===== config.mk =====
export PLATFORM = sky130hd
export DESIGN_NAME = fetch_rom_arbiter
export DESIGN_NICKNAME = d
export VERILOG_FILES = /design/src/rtl/fetch_rom_arbiter.sv
export SDC_FILE = /design/constraint.sdc
export NUM_CORES = 1
export LEC_CHECK = 0
export ABC_AREA = 1
export BUFFER_PORTS_ARGS = -buffer_cell sky130_fd_sc_hd__buf_2
export CAP_MARGIN = 40
export CORE_MARGIN = 2
export CORE_UTILIZATION = 25
export CTS_BUF_LIST = sky130_fd_sc_hd__clkbuf_16
export CTS_CLUSTER_DIAMETER = 80
export CTS_CLUSTER_SIZE = 16
export DETAILED_ROUTE_END_ITERATION = 8
export GPL_ROUTABILITY_DRIVEN = 0
export PLACE_DENSITY = 0.62
export SLEW_MARGIN = 40
export SYNTH_ARGS = -nofsm -noshare
export SYNTH_HDL_FRONTEND = slang
export SYNTH_SLANG_ARGS = --single-unit
export TNS_END_PERCENT = 10

===== constraint.sdc =====
create_clock -name clk -period 1.7 [get_ports clk]
set_input_delay 0.255 -clock clk [delete_from_list [all_inputs] [get_ports clk]]
set_output_delay 0.255 -clock clk [all_outputs]
set_load 0.05 [all_outputs]

===== src/rtl/fetch_rom_arbiter.sv =====
// fetch_rom_arbiter
//   Lets core 0 and core 1 share one combinational, single-ported
//   instruction ROM. Each cycle at most one eligible fetch stage is granted.
//   When both cores are eligible, the grant goes to the core that did not
//   win the last grant. The ROM address follows the winner's PC in the same
//   cycle. The fetched word is registered back to that core, so it arrives
//   with one cycle of latency. The losing core sees a stall. Halts are sticky
//   per core, and cycles with contention are counted in a saturating counter.
//
// Ports
//   clk, reset                     clock; synchronous active-high reset
//   req_k, pc_k                    fetch request and fetch address of core k
//   hlt_k                          core k reached halt (sticky until reset)
//   flush_k                        cancels core k's fetch and its returning word
//   rom_addr / rom_rd_data         shared ROM address out / read data in
//   instr_k, instr_valid_k         registered word and its one-cycle valid
//   stall_fetch_k                  core k eligible but not granted
//   last_grant                     core that won the most recent grant
//   conflict_cnt                   saturating count of cycles with both cores eligible
module fetch_rom_arbiter #(
  parameter int ADDR_W = 32,
  parameter int DATA_W = 32,
  parameter int CNT_W  = 16
) (
  input  logic              clk,
  input  logic              reset,
  input  logic              req_0,
  input  logic [ADDR_W-1:0] pc_0,
  input  logic              hlt_0,
  input  logic              flush_0,
  input  logic              req_1,
  input  logic [ADDR_W-1:0] pc_1,
  input  logic              hlt_1,
  input  logic              flush_1,
  output logic [ADDR_W-1:0] rom_addr,
  input  logic [DATA_W-1:0] rom_rd_data,
  output logic [DATA_W-1:0] instr_0,
  output logic              instr_valid_0,
  output logic              stall_fetch_0,
  output logic [DATA_W-1:0] instr_1,
  output logic              instr_valid_1,
  output logic              stall_fetch_1,
  output logic              last_grant,
  output logic [CNT_W-1:0]  conflict_cnt
);

  // The halt state is simply a view of the two sticky per-core flags.
  typedef enum logic [1:0] {
    RUN       = 2'b00,
    HALT0     = 2'b01,
    HALT1     = 2'b10,
    HALT_BOTH = 2'b11
  } halt_state_t;

  logic        halted_0, halted_1;
  halt_state_t halt_state;
  logic        eligible_0, eligible_1;
  logic        grant_0, grant_1;
  logic        valid_q_0, valid_q_1;

  assign halt_state = halt_state_t'({halted_1, halted_0});

  // hlt_k and flush_k block a grant in the same cycle they are raised.
  assign eligible_0 = req_0 & ~halted_0 & ~hlt_0 & ~flush_0;
  assign eligible_1 = req_1 & ~halted_1 & ~hlt_1 & ~flush_1;

  // Round-robin: if both cores are eligible, the core that did not win
  // last time takes the grant.
  assign grant_0 = eligible_0 & (~eligible_1 | last_grant);
  assign grant_1 = eligible_1 & (~eligible_0 | ~last_grant);

  // A core never stalls during reset.
  assign stall_fetch_0 = ~reset & eligible_0 & ~grant_0;
  assign stall_fetch_1 = ~reset & eligible_1 & ~grant_1;

  // A flush that arrives in the return cycle hides the word from decode
  // right away. The register itself is cleared at the next edge.
  assign instr_valid_0 = valid_q_0 & ~flush_0;
  assign instr_valid_1 = valid_q_1 & ~flush_1;

  always_comb begin
    // NOTE: assign the default first so that no path leaves rom_addr
    // unassigned, which would otherwise infer a latch.
    rom_addr = '0;
    if (halt_state != HALT_BOTH) begin
      if (grant_0)      rom_addr = pc_0;
      else if (grant_1) rom_addr = pc_1;
    end
  end

  always_ff @(posedge clk) begin
    if (reset) begin
      halted_0     <= 1'b0;
      halted_1     <= 1'b0;
      instr_0      <= '0;
      instr_1      <= '0;
      valid_q_0    <= 1'b0;
      valid_q_1    <= 1'b0;
      last_grant   <= 1'b1;  // core 0 wins the first conflict after reset
      conflict_cnt <= '0;
    end else begin
      // NOTE: use non-blocking assignments so that every register here
      // samples the values from before the edge, whatever the statement order.
      halted_0 <= halted_0 | hlt_0;
      halted_1 <= halted_1 | hlt_1;

      if (grant_0) begin
        instr_0   <= rom_rd_data;
        valid_q_0 <= 1'b1;
      end else begin
        valid_q_0 <= 1'b0;
        if (valid_q_0 && flush_0) instr_0 <= '0;
      end

      if (grant_1) begin
        instr_1   <= rom_rd_data;
        valid_q_1 <= 1'b1;
      end else begin
        valid_q_1 <= 1'b0;
        if (valid_q_1 && flush_1) instr_1 <= '0;
      end

      if (grant_0 || grant_1) last_grant <= grant_1;

      if (eligible_0 && eligible_1 && (conflict_cnt != {CNT_W{1'b1}}))
        conflict_cnt <= conflict_cnt + CNT_W'(1);
    end
  end

endmodule


==> out/qor.csv <==
stage,metric,value,unit
outcome,status,finished with violations,
outcome,failing checks,setup timing,
floorplan,IO Count,221,
pwr,worst IR drop on VDD,0.6644,mV
detailed_routing,DR vias,4042,
timing,RSZ-0062 raised after global routing,yes,
worst_setup_path,Worst path max stage delay,340,ps
worst_setup_path,crit path launch type,register,
timing,fmax,521.3,MHz
floorplan,Die H,126.5,um
yosys,yosys warns,0,
final_layout,# diodes,0,
pwr,Leakage Power,0.002928,uW
clock_tree,Bufs on Longest Clock Path,2,
detailed_routing,DR iter-0 viols,192,
final_layout,Area Growth Syn to Fin,56.65,%
pwr,switching portion of total power,29.13,%
clock_tree,CTS tree,built,
worst_setup_path,reg2reg start,conflict_cnt[0]$_SDFFE_PP0P_,
worst_setup_path,cell mode on critical path,buf_6,
global_route,initial antenna violation count,0,
yosys,Post-Syn Area per Cell,7.916,um^2
worst_setup_path,r2r endpoint,conflict_cnt[15]$_SDFFE_PP0P_,
yosys,synth unique cells,31,
detailed_routing,DRC,0,
global_route,all-layer global routing usage,15.72,%
timing,Slew Limit Fails,0,
pwr,clock share of power,41.6,%
clock_tree,clk sinks,85,
yosys,"Cell Area, Synth",3752,um^2
worst_setup_path,Critical Path Fanout Max,7,
yosys,instance count of the mapped netlist,474,
worst_setup_path,R2R Setup Slk,180,ps
worst_setup_path,Crit Path Category,reg2out,
timing,Setup Skew,9.783,ps
clock_tree,CTS Root Cell,clkbuf_16,
floorplan,Initial Util,25.72,%
detailed_routing,DR pass1 iterations,4,
timing,Setup WS post-layout,-218.2,ps
placement,Cells after DPL,875,
worst_setup_path,"Slowest-stage cell, CP",dfxtp_2,
pwr,total power,4925,uW
placement,Port Buffers,220,
final_layout,fillers,1563,
detailed_routing,post-DR vias/cell,4.516,
clock_tree,# H-tree levels,3,
worst_hold_path,Worst Hold Path Cells,3,
pwr,share of total power in combinational logic,16.4,%
yosys,Async SR Flop Fraction,0,%
timing,Slew HR,70.56,%
placement,DP HPWL,8.780,mm
timing,Fin. Hold Viols,0,
final_layout,share of layout cells above drive strength 1,42.90,%
timing,fin crit share,112.8,%
worst_setup_path,Reg2Reg Depth,9,
worst_hold_path,hold_sp,hlt_1,
timing,hold_ws,154.2,ps
timing,"Setup violations, final",33,
global_route,first-pass GRT wire length,20.14,mm
run,MaxCap Viol Count,0,
clock_tree,TritonCTS Buffers,9,
yosys,part of the Yosys area used for sequential elements,45.35,%
floorplan,Die X,126.5,um
timing,Worst-Margin Slew,440.5,ps
pwr,Pint,3490,uW
pwr,Net Switching,1435,uW
clock_tree,Clock transition at path regs,60,ps
floorplan,die area,16000,um^2
detailed_routing,WL final,12.72,mm
global_route,vias in the first global route,3904,
final_layout,final non-filler cell total,895,
clock_tree,worst-skew pair later-pin latency,350,ps
detailed_routing,DR WL/cell,14.22,um
worst_setup_path,CP Data Required Time,1440,ps
floorplan,core area,14590,um^2
worst_setup_path,crit-path cells,nor2_4 > nand3_4 > a21oi_4 > buf_6 > buf_12 > a22o_1 > buf_6,
yosys,ys flop type,dfxtp_1,
yosys,Seq cells post-synth,85,
worst_setup_path,Crit. End Element,output port,
global_route,grt total ovfl,0,
detailed_routing,DRT antenna net count,0,
timing,post-layout min period,1918,ps
worst_hold_path,Hold/Removal Path Class,in2reg,
worst_hold_path,Worst Hold End,halted_1$_SDFF_PP0_,
clock_tree,# hold bufs at CTS,0,
pwr,Pwr Density,837.8,nW/um^2
global_route,largest net degree at the start of global routing,53,
yosys,syn_nets,579,
worst_setup_path,Arrival @ worst endpoint,1660,ps
floorplan,Rows,44,
pwr,Flop pwr share,41.9,%
final_layout,Nets,811,
yosys,Post-synth EDFFs,0,
==> power by group through the flow <==
stage / combinational, uW / clock [uW] / sequential (uW)
floorplan: 309 / 0 / 2260
global placement: 734 / 0 / 2110
detailed placement: 735 / 0 / 2110
CTS: 810 / 2130 / 2060
global route: 860 / 2210 / 2070
finish: 809 / 2050 / 2060
==> routing by layer <==
layer	vias to the layer above	share of wire (%)	track usage (%)
li1	2052	-	-
met1	1847	45	20.28
met2	134	47	24.94
met3	9	7.0	5.736
met4	0	1.0	4.072
met5	-	0	0
==> area by class of cell <==
type / instances / area (um^2) / share of cell area [%]
clock buffers: 9 / 225.2 / 3.831
flip-flops and latches: 85 / 1705 / 29.01
well taps: 184 / 230.2 / 3.917
clock inverters: 7 / 81.33 / 1.384
inverters: 61 / 231.5 / 3.938
multi-input cells: 299 / 1730 / 29.44
repair buffers: 250 / 1674 / 28.48
==> critical path: cells and delay by family, from the launching register on <==
kind | cells | cell delay, ps
AND/OR/NAND/NOR | 2 | 220
flip-flops | 1 | 340
AO/OA/AOI/OAI | 2 | 330
buffers and inverters | 3 | 430
==> worst max path at each step <==
stage	startpoint	end	slack [ps]	depth (start not counted)
floorplan	conflict_cnt[0]$_SDFFE_PP0P_	conflict_cnt[10]$_SDFFE_PP0P_	-160	9
global placement	flush_0	rom_addr[11]	20	10
detailed placement	hlt_0	rom_addr[30]	-4	7
CTS	halted_1$_SDFF_PP0_	rom_addr[12]	-230	8
global route	halted_0$_SDFF_PP0_	rom_addr[0]	-300	7
finish	halted_0$_SDFF_PP0_	rom_addr[0]	-220	7
==> Yosys cell counts, drive strengths merged, types with 2 or more instances <==
| cell | number | area (um^2) |
|---|---|---|
| inv | 61 | 231.5 |
| nand3 | 77 | 385.4 |
| dfxtp | 85 | 1702 |
| buf | 23 | 145.1 |
| nand4 | 5 | 31.28 |
| xnor2 | 2 | 17.52 |
| o21ai | 67 | 339.1 |
| a22o | 32 | 280.3 |
| xor2 | 4 | 35.03 |
| a21oi | 13 | 91.34 |
| nand2 | 61 | 251.5 |
| nor2 | 34 | 187.7 |
| clkbuf | 6 | 22.52 |
==> cells by family (layout without fill, tap and decap cells) <==
kind of cell	count (synthesis)	after routing	share of synthesized area, %
adder cells (fa/ha/maj)	1	1	0.3334
AND/OR/NAND/NOR	179	179	23.14
AO/OA/AOI/OAI	113	113	19.14
buffers and inverters	90	327	10.64
flip-flops	85	85	45.35
XOR/XNOR	6	6	1.400
==> per-stage QoR <==
| stage | TNS, ps | setup slack, ps | cell area, um^2 | utilization (%) |
|---|---|---|---|---|
| finish | -4782 | -218.2 | 5878 | 40.29 |
| global route | -8086 | -296.9 | 5878 | 40.29 |
| CTS | -6656 | -234.1 | 5868 | 40.22 |
| detailed placement | -4.072 | -4.072 | 5223 | 35.80 |
| global placement | 0 | 22.33 | 5223 | 35.80 |
| floorplan | -3508 | -160.6 | 3764 | - |
==> sequential cells by signal, indices dropped and copies added, names as in the netlist <==
register,count
halted_0,1
instr_0,32
instr_1,32
valid_q_1,1
valid_q_0,1
halted_1,1
last_grant,1
conflict_cnt,16
==> repair_timing <==
item | 4_1_cts | 5_1_grt
gates cloned | 2 | 0
setup buffers | 3 | 1
setup endpoints to repair | 34 | 34
pin swaps | 11 | 20
resized for setup | 86 | 6
==> placed cells by master, fill, tap and decap left out, types with 2 or more instances in the layout <==
cell,n
xor2_1,4
nor2_2,4
inv_2,5
o21ai_0,8
a22o_1,30
dfxtp_2,3
o21ai_1,58
nor2_1,23
nand2_4,3
buf_4,19
buf_6,34
clkbuf_16,9
dfxtp_1,82
buf_2,186
buf_12,8
a22o_4,2
nand2_2,7
nand2_1,51
nor2_4,5
a21oi_2,4
xnor2_1,2
nand4_1,5
inv_1,56
buf_8,2
nand3_1,76
inv_6,2
a21oi_1,8
nor2_8,2
inv_8,2
(Power assumes the default switching activity.)
